==> src/rtl/axi_prog_loader.sv <==
// AXI4-Lite write master: packs a little-endian byte stream into words, writes them from
// BASE_ADDR, appends TERM_WORD, then holds cpu_start. Define PROG_LOADER_CHECKSUM_EN for checksum.
module axi_prog_loader #(
  parameter int unsigned ADDR_W    = 20,
  parameter int unsigned BASE_ADDR = 0,
  parameter int unsigned MAX_WORDS = 128,
  parameter logic [31:0] TERM_WORD = 32'hFFFF_FFFF
) (
  input  logic                           clk,
  input  logic                           rst,
  input  logic                           go,
  input  logic                           in_valid,
  output logic                           in_ready,
  input  logic [7:0]                     in_data,
  input  logic                           in_last,
  output logic                           awvalid,
  input  logic                           awready,
  output logic [ADDR_W-1:0]              awaddr,
  output logic                           wvalid,
  input  logic                           wready,
  output logic [31:0]                    wdata,
  input  logic                           bvalid,
  output logic                           bready,
  input  logic [1:0]                     bresp,
  output logic [$clog2(MAX_WORDS+1)-1:0] word_count,
  output logic                           load_done,
  output logic                           cpu_start,
  output logic                           error,
  output logic [31:0]                    checksum
);

  localparam int unsigned CntW = $clog2(MAX_WORDS + 1);

  typedef enum logic [2:0] {
    StIdle,
    StCollect,
    StWrite,
    StResp,
    StTerm,
    StTermResp,
    StDone,
    StError
  } state_e;

  state_e              state_q;
  logic [1:0]          lane_q;
  logic [31:0]         word_q;
  logic                last_q;
  logic                aw_done_q;
  logic                w_done_q;
  logic                in_ready_q;
  logic                awvalid_q;
  logic                wvalid_q;
  logic                bready_q;
  logic [ADDR_W-1:0]   awaddr_q;
  logic [31:0]         wdata_q;
  logic [CntW-1:0]     word_count_q;
  logic                load_done_q;
  logic                cpu_start_q;
  logic                error_q;

  logic                byte_acc;
  logic                word_end;
  logic [31:0]         word_nxt;
  logic                aw_hs;
  logic                w_hs;
  logic                both_done;
  logic                b_hs;
  logic [CntW-1:0]     cnt_inc;
  logic [ADDR_W-1:0]   addr_cur;
  logic [ADDR_W-1:0]   addr_term;

  always_comb begin
    byte_acc  = in_valid && in_ready_q;
    word_nxt  = word_q | (32'(in_data) << {lane_q, 3'b000});
    word_end  = byte_acc && ((lane_q == 2'd3) || in_last);
    aw_hs     = awvalid_q && awready;
    w_hs      = wvalid_q && wready;
    // Channels finish independently; a handshake this cycle counts as done.
    both_done = (aw_done_q || aw_hs) && (w_done_q || w_hs);
    b_hs      = bready_q && bvalid;
    cnt_inc   = word_count_q + 1'b1;
    addr_cur  = ADDR_W'(BASE_ADDR) + (ADDR_W'(word_count_q) << 2);
    addr_term = ADDR_W'(BASE_ADDR) + (ADDR_W'(cnt_inc) << 2);
  end

  always_ff @(posedge clk) begin
    if (rst) begin
      state_q      <= StIdle;
      lane_q       <= 2'd0;
      word_q       <= '0;
      last_q       <= 1'b0;
      aw_done_q    <= 1'b0;
      w_done_q     <= 1'b0;
      in_ready_q   <= 1'b0;
      awvalid_q    <= 1'b0;
      wvalid_q     <= 1'b0;
      bready_q     <= 1'b0;
      awaddr_q     <= '0;
      wdata_q      <= '0;
      word_count_q <= '0;
      load_done_q  <= 1'b0;
      cpu_start_q  <= 1'b0;
      error_q      <= 1'b0;
    end else begin
      unique case (state_q)
        StIdle: begin
          if (go) begin
            state_q    <= StCollect;
            in_ready_q <= 1'b1;
            lane_q     <= 2'd0;
            word_q     <= '0;
            last_q     <= 1'b0;
          end
        end
        StCollect: begin
          if (byte_acc) begin
            lane_q <= lane_q + 2'd1;
            word_q <= word_nxt;
            if (word_end) begin
              state_q    <= StWrite;
              in_ready_q <= 1'b0;
              last_q     <= in_last;
              awvalid_q  <= 1'b1;
              wvalid_q   <= 1'b1;
              awaddr_q   <= addr_cur;
              wdata_q    <= word_nxt;
              aw_done_q  <= 1'b0;
              w_done_q   <= 1'b0;
            end
          end
        end
        StWrite, StTerm: begin
          if (aw_hs) begin
            awvalid_q <= 1'b0;
            aw_done_q <= 1'b1;
          end
          if (w_hs) begin
            wvalid_q <= 1'b0;
            w_done_q <= 1'b1;
          end
          if (both_done) begin
            state_q  <= (state_q == StWrite) ? StResp : StTermResp;
            bready_q <= 1'b1;
          end
        end
        StResp: begin
          if (b_hs) begin
            bready_q <= 1'b0;
            if (bresp != 2'b00) begin
              state_q <= StError;
              error_q <= 1'b1;
            end else begin
              word_count_q <= cnt_inc;
              if (last_q) begin
                state_q   <= StTerm;
                awvalid_q <= 1'b1;
                wvalid_q  <= 1'b1;
                awaddr_q  <= addr_term;
                wdata_q   <= TERM_WORD;
                aw_done_q <= 1'b0;
                w_done_q  <= 1'b0;
              end else if (cnt_inc == CntW'(MAX_WORDS)) begin
                state_q <= StError;
                error_q <= 1'b1;
              end else begin
                state_q    <= StCollect;
                in_ready_q <= 1'b1;
                lane_q     <= 2'd0;
                word_q     <= '0;
              end
            end
          end
        end
        StTermResp: begin
          if (b_hs) begin
            bready_q <= 1'b0;
            if (bresp == 2'b00) begin
              state_q     <= StDone;
              load_done_q <= 1'b1;
              cpu_start_q <= 1'b1;
            end else begin
              state_q <= StError;
              error_q <= 1'b1;
            end
          end
        end
        StDone, StError: begin
        end
      endcase
    end
  end

`ifdef PROG_LOADER_CHECKSUM_EN
  logic [31:0] checksum_q;
  logic        img_ok;

  assign img_ok = (state_q == StResp) && b_hs && (bresp == 2'b00);

  always_ff @(posedge clk) begin
    if (rst) begin
      checksum_q <= '0;
    end else if (img_ok) begin
      checksum_q <= checksum_q + wdata_q;
    end
  end

  assign checksum = checksum_q;
`else
  assign checksum = '0;
`endif

  assign in_ready   = in_ready_q;
  assign awvalid    = awvalid_q;
  assign awaddr     = awaddr_q;
  assign wvalid     = wvalid_q;
  assign wdata      = wdata_q;
  assign bready     = bready_q;
  assign word_count = word_count_q;
  assign load_done  = load_done_q;
  assign cpu_start  = cpu_start_q;
  assign error      = error_q;

endmodule

==> config.mk <==
export PLATFORM = sky130hd
export DESIGN_NAME = axi_prog_loader
export DESIGN_NICKNAME = d
export VERILOG_FILES = /design/src/rtl/axi_prog_loader.sv
export SDC_FILE = /design/constraint.sdc
export NUM_CORES = 1
export LEC_CHECK = 0
export CORE_ASPECT_RATIO = 1.2
export CORE_MARGIN = 1.5
export CORE_UTILIZATION = 40
export CTS_BUF_LIST = sky130_fd_sc_hd__clkbuf_8 sky130_fd_sc_hd__clkbuf_16
export CTS_CLUSTER_DIAMETER = 200
export CTS_CLUSTER_SIZE = 30
export DETAILED_ROUTE_END_ITERATION = 10
export MAX_ROUTING_LAYER = met4
export PLACE_DENSITY = 0.67
export SYNTH_ARGS = -nofsm -noshare
export SYNTH_HDL_FRONTEND = slang
export SYNTH_SLANG_ARGS = --single-unit
==> constraint.sdc <==
create_clock -name clk -period 3.2 [get_ports clk]
set_clock_uncertainty 0.15 [all_clocks]
set_input_delay 0.48 -clock clk [delete_from_list [all_inputs] [get_ports clk]]
set_output_delay 0.48 -clock clk [all_outputs]
set_load 0.01 [all_outputs]
==> flow_summary_export.csv, run 1 <==
group,metric,value,unit
synth,yosys.area.top_type,"dfxtp_1",
die,num_io_pins,117,
worst_setup_path,cp_max_fo,32,
synth,ys_dominant_reg_cell,"dfxtp_1",
timing,hold_viol_final,0,
power,power.leakage,1.901,nW
power,vdd.ir_drop.worst,0.5121,mV
clock_tree,cts_tree,"done",
global_route,globalRouteTotalUtil,0.1878,
synth,netlist_instances,571,
worst_setup_path,setup.reg_to_reg.worst_slack,650,ps
layout,layout.cells.most_common,"dfxtp_1",
min_path,min_delay_worst_endpoint,"word_q[23]$_SDFFE_PP0P_",
layout,design.final.nets,646,
layout,area_growth,19.28,%
layout,final_cell_count_no_fill,790,
synth,netlist.area_leader.share,0.3821,
clock_tree,h-tree-depth,3,
placement,gp_congestion,0.8204,
layout,final_cell_mix,"dfxtp_1, nor2_1, clkdlybuf4s50_1",
clock_tree,cts_buffers,9,
clock_tree,post_cts.repair.setup_buffers,0,
die,die_height,124.6,um
drt,drt-total-wl,11700,um
timing,fin_setup_tns,0,ps
min_path,worst_hold_startpoint,"word_q[23]$_SDFFE_PP0P_",
power,power-per-cell-area,576.7,mW/mm2
worst_setup_path,r2r-start,"word_count[4]$_SDFFE_PP0P_",
drt,wl_per_cell,14.81,um
placement,detailed_place_hpwl,7840,um
drt,route.vias.total,4082,
clock_tree,cts.repair.resized,0,
worst_setup_path,rr_endpoint,"word_q[20]$_SDFFE_PP0P_",
global_route,grt_first_pass_wirelength,19380,um
clock_tree,worst_setup_hold_path_clk_slew,70,ps
worst_setup_path,worstRegToRegCells,6,
worst_setup_path,worstSetupEndpointType,"flop",
timing,final_worst_path_period_need,2547,ps
layout,antenna_cells_inserted,0,
synth,synth_sequential_area_ratio,0.3821,
die,core_area,0.01206,mm2
timing,fmax,392.6,MHz
job,maxCapViolations,0,
drt,routed_via_density,5.167,
min_path,worstHoldPathType,"reg -> reg",
worst_setup_path,critPathKind,"reg -> reg",
timing,hold-worst-slack,314.4,ps
synth,async_flop_share,0,
synth,ys_top_cells_by_area,"dfxtp_1, a211oi_2, buf_4, nor2_1, a211oi_1",
timing,setup_viol_count_final,0,
global_route,antenna_found_initial,0,
min_path,worstHoldPathCells,2,
global_route,grt_max_degree,70,
worst_setup_path,start_kind,"flop",
synth,yosys_warnings,0,
die,design.die.area,0.01299,mm2
placement,io_buffer_count,72,
layout,finish.utilization,0.4872,
synth,synth_cell_types,52,
synth,syn_area_cell,8.625,um2
die,placement_rows,44,
timing,final_min_period_over_clock_period,0.7959,
synth,synth_seq_cells,94,
placement,numPlacedInstances,775,
worst_setup_path,worstPathRequired,3300,ps
die,floorplan.die.width,104.3,um
drt,drt_first_iter_violations,156,
timing,slew_headroom,0.4106,
clock_tree,clk_lat_worst_skew,340,ps
drt,dr.pass1.iters,4,
run_status,result_of_the_run,"complete, no violations",
clock_tree,root_buffer,"clkbuf_16",
timing,grt_setup_unrepaired,"false",
synth,netlist_area,0.004925,mm2
drt,drc,0,
drt,final_antenna_net_count,0,
clock_tree,cts_num_sinks,94,
global_route,grt-ovfl-total,0,
synth,number_of_flops_mapped_to_enable_cells_by_yosys,0,
worst_setup_path,arrival,2640,ps
clock_tree,number_of_hold_repair_buffers_added_at_the_cts_stage,0,
clock_tree,clock_tree.buffer_depth,2,
die,floorplan.initialDensity,0.4085,
timing,final_max_slew_viol_count,0,
layout,layout-drive-gt1-share,0.1224,
global_route,vias_in_the_first_global_route,3946,
timing,worst_slew_pin_slew,884.0,ps
cell type report:
class / count / area (um2)
clock inverters: 5 / 60.06
fillers: 1196 / 6182
well taps: 161 / 201.4
flip-flops and latches: 94 / 1882
repair buffers: 84 / 820.8
multi-input cells: 400 / 2536
inverters: 36 / 135.1
clock buffers: 10 / 239.0
cell families (layout without fill, tap and decap cells):
kind of cell | after synthesis | after routing | synth area share
buffers and inverters | 120 | 135 | 0.1377
adder cells (fa/ha/maj) | 3 | 3 | 0.007623
XOR/XNOR | 14 | 14 | 0.02490
flip-flops | 94 | 94 | 0.3821
AND/OR/NAND/NOR | 187 | 187 | 0.1776
multiplexers | 3 | 3 | 0.006098
AO/OA/AOI/OAI | 149 | 149 | 0.2632
other | 1 | 44 | 0.0007615
flip-flops by register name, indices dropped and copies added (netlist names):
register / flops
word_count: 8
cpu_start: 1
w_done_q: 1
in_ready: 1
aw_done_q: 1
error: 1
awvalid: 1
lane_q: 2
wdata: 32
state_q: 3
bready: 1
awaddr: 8
word_q: 32
last_q: 1
wvalid: 1
stage by stage:
stage	cell area [um2]	setup slack [ps]	power (W)
3_5_place_dp	5575	505.2	0.002329
6_report	5874	653.2	0.003388
3_3_place_gp	5575	592.7	0.002310
2_1_floorplan	5086	720.2	0.002103
4_1_cts	5874	648.9	0.003403
5_1_grt	5874	484.7	0.003560
worst max-delay path, stage by stage (launching register included):
cell,delay [ps]
dfxtp_1,590
nand3_1,140
or3_1,430
a211oi_4,530
a211oi_4,140
buf_12,220
a211oi_1,250
report_power, final:
part	leakage (nW)	internal (W)	switching, W
Clock	0.145	0.000624	0.000459
Sequential	0.759	0.00127	0.0000950
Combinational	0.997	0.000361	0.000583
Total	1.90	0.00225	0.00114
worst max path at each step:
| stage | end | slack (ps) | startpoint | cells past startpoint |
|---|---|---|---|---|
| finish | word_q[20]$_SDFFE_PP0P_ | 650 | word_count[4]$_SDFFE_PP0P_ | 6 |
| global route | word_q[20]$_SDFFE_PP0P_ | 480 | word_count[2]$_SDFFE_PP0P_ | 6 |
| CTS | word_q[20]$_SDFFE_PP0P_ | 650 | word_count[4]$_SDFFE_PP0P_ | 6 |
| detailed placement | wdata[29]$_SDFFE_PP0P_ | 510 | bvalid | 7 |
| global placement | wdata[29]$_SDFFE_PP0P_ | 590 | bvalid | 7 |
| floorplan | word_q[0]$_SDFFE_PP0P_ | 720 | word_count[0]$_SDFFE_PP0P_ | 8 |
synth_stat cells, drive strengths merged, types with 2 or more instances:
cell	instances
nor2b	3
clkbuf	19
mux2i	3
xnor2	7
a311oi	10
nor3	12
nor2	87
xor2	7
and3	4
a211o	10
buf	65
o21ai	3
o211ai	28
and2	27
dfxtp	94
a22oi	2
ha	3
a31oi	8
nand4	2
nand2	29
a21oi	15
nand3	7
or4	2
o21a	2
or2	3
inv	36
or3	4
a211oi	64
layer usage:
layer / share of wire / global-route usage / vias to the layer above / wire (um)
met3: 0.045 / 0.04082 / 11 / 526
met4: 0.011 / 0.05801 / 0 / 131
met5: 0 / - / - / 0
met2: 0.50 / 0.3158 / 102 / 5882
li1: - / - / 2014 / -
met1: 0.44 / 0.2233 / 1955 / 5158
No activity file was read; power rests on OpenSTA's default activity.
==> run 2, diff against run 1 <==
clock period = 2.5 ns   (was 3.2 ns; I/O delays follow)
==> flow_summary_export.csv, run 2 (synthesized netlist as in run 1, its figures left out) <==
group,metric,value,unit
timing,grt_setup_unrepaired,"false",
layout,final_cell_mix,"dfxtp_1, nor2_1, clkdlybuf4s50_1",
worst_setup_path,worstPathRequired,2610,ps
worst_setup_path,start_kind,"flop",
die,design.die.area,0.01299,mm2
power,power.share.switching,0.3396,
worst_setup_path,cp_max_fo,7,
placement,io_buffer_count,72,
job,maxCapViolations,0,
timing,fmax,427.7,MHz
worst_setup_path,critPathKind,"reg -> reg",
clock_tree,clock_tree.buffer_depth,2,
layout,finish.utilization,0.5016,
layout,final_design_area_no_fill,0.006047,mm2
min_path,worstHoldPathType,"reg -> reg",
clock_tree,cts_num_sinks,94,
drt,dr.pass1.iters,4,
layout,layout-drive-gt1-share,0.1468,
die,core_area,0.01206,mm2
clock_tree,h-tree-depth,3,
clock_tree,cts.repair.resized,0,
drt,routed_via_density,5.136,
power,vdd.ir_drop.worst,0.3558,mV
clock_tree,post_cts.repair.setup_buffers,0,
die,die_height,124.6,um
global_route,globalRouteTotalUtil,0.1911,
placement,detailed_place_hpwl,8335,um
worst_setup_path,arrival,2450,ps
clock_tree,number_of_hold_repair_buffers_added_at_the_cts_stage,0,
power,power_frac_comb,0.299,
placement,placed_cell_area,0.005753,mm2
timing,final_critical_path_setup_slack,161.7,ps
placement,pre_cts_ws,75.34,ps
power,clock_power_share,0.307,
layout,layout.cells.most_common,"dfxtp_1",
placement,gp_congestion,0.7981,
layout,antenna_cells_inserted,0,
clock_tree,root_buffer,"clkbuf_16",
power,cell_internal_pwr,0.002880,W
global_route,grt-ovfl-total,0,
global_route,grt_first_pass_wirelength,19730,um
run_status,result_of_the_run,"complete, no violations",
layout,area_growth,22.79,%
timing,final_worst_path_period_need,2338,ps
clock_tree,cts_tree,"done",
power,power.leakage,1.998,nW
layout,n_fill_cell,1146,
global_route,vias_in_the_first_global_route,4058,
worst_setup_path,worstSetupEndpointType,"flop",
drt,wl_per_cell,14.52,um
timing,final_min_period_over_clock_period,0.9353,
timing,fin_setup_tns,0,ps
timing,worst_slew_pin_slew,632.6,ps
clock_tree,cts_buffers,9,
timing,final_max_slew_viol_count,0,
timing,setup_viol_count_final,0,
clock_tree,worst_setup_hold_path_clk_slew,70,ps
power,power.share.sequential,0.394,
layout,design.final.nets,663,
clock_tree,clk_lat_worst_skew,350,ps
global_route,antenna_found_initial,0,
global_route,grt_max_degree,50,
drt,drt-total-wl,11740,um
timing,hold_viol_final,0,
die,placement_rows,44,
power,power-per-cell-area,721.1,mW/mm2
power,power_switching,0.001481,W
drt,drc,0,
die,floorplan.die.width,104.3,um
die,num_io_pins,117,
timing,slew_headroom,0.5783,
die,floorplan.initialDensity,0.4085,
drt,final_antenna_net_count,0,
drt,drt_first_iter_violations,215,
drt,route.vias.total,4150,
-- run 2: area by class of cell --
cell class | instances | area (um2) | area share
multi-input combinational | 400 | 2536 | 0.4194
sequential | 94 | 1882 | 0.3112
timing repair buffer | 101 | 998.5 | 0.1651
clock buffer | 11 | 252.7 | 0.04180
tap | 161 | 201.4 | 0.03331
inverter | 36 | 135.1 | 0.02235
clock inverter | 5 | 41.29 | 0.006828
-- run 2: metal layers --
layer  GRT usage  up-vias  wire (um)
li1            -     2050          -
met1      0.2300     1989       5135
met2      0.3170       95       5959
met3     0.04396       16        466
met4     0.05801        0        173
met5           -        -          0
-- run 2: path summary, 6_finish.rpt --
| kind | startpoint | slack [ps] | end | cells after the start |
|---|---|---|---|---|
| worst min-delay path | word_q[9]$_SDFFE_PP0P_ | 320 | word_q[9]$_SDFFE_PP0P_ | 2 |
| worst max register to register | word_count[0]$_SDFFE_PP0P_ | 160 | word_q[27]$_SDFFE_PP0P_ | 7 |
| worst min register to register | word_q[9]$_SDFFE_PP0P_ | 320 | word_q[9]$_SDFFE_PP0P_ | 2 |
| worst max-delay path | word_count[0]$_SDFFE_PP0P_ | 160 | word_q[27]$_SDFFE_PP0P_ | 7 |
-- run 2: through the flow --
step | instances | power (W) | hold slack, ps
6_report | 808 | 0.004361 | 315.6
5_1_grt | 808 | 0.004600 | 316.5
4_1_cts | 808 | 0.004395 | 314.4
3_5_place_dp | 792 | 0.003052 | 298.3
3_3_place_gp | 792 | 0.003021 | 293.9
2_1_floorplan | 614 | 0.002691 | 284.3
-- run 2: power by group through the flow --
stage	registers, W	clock network [W]	logic [W]
after floorplan	0.00174	0	0.000948
after global routing	0.00174	0.00144	0.00142
final	0.00172	0.00134	0.00130
after detailed placement	0.00175	0	0.00130
after global placement	0.00175	0	0.00127
after CTS	0.00172	0.00137	0.00130
-- run 2: worst max-delay path, cell delays in order (launching register included) --
cell and delay, ps:
dfxtp_1 460, ha_1 230, nand3_1 110, or3_1 370, and3_1 230, buf_4 180, a211o_2 300, a211oi_2 220
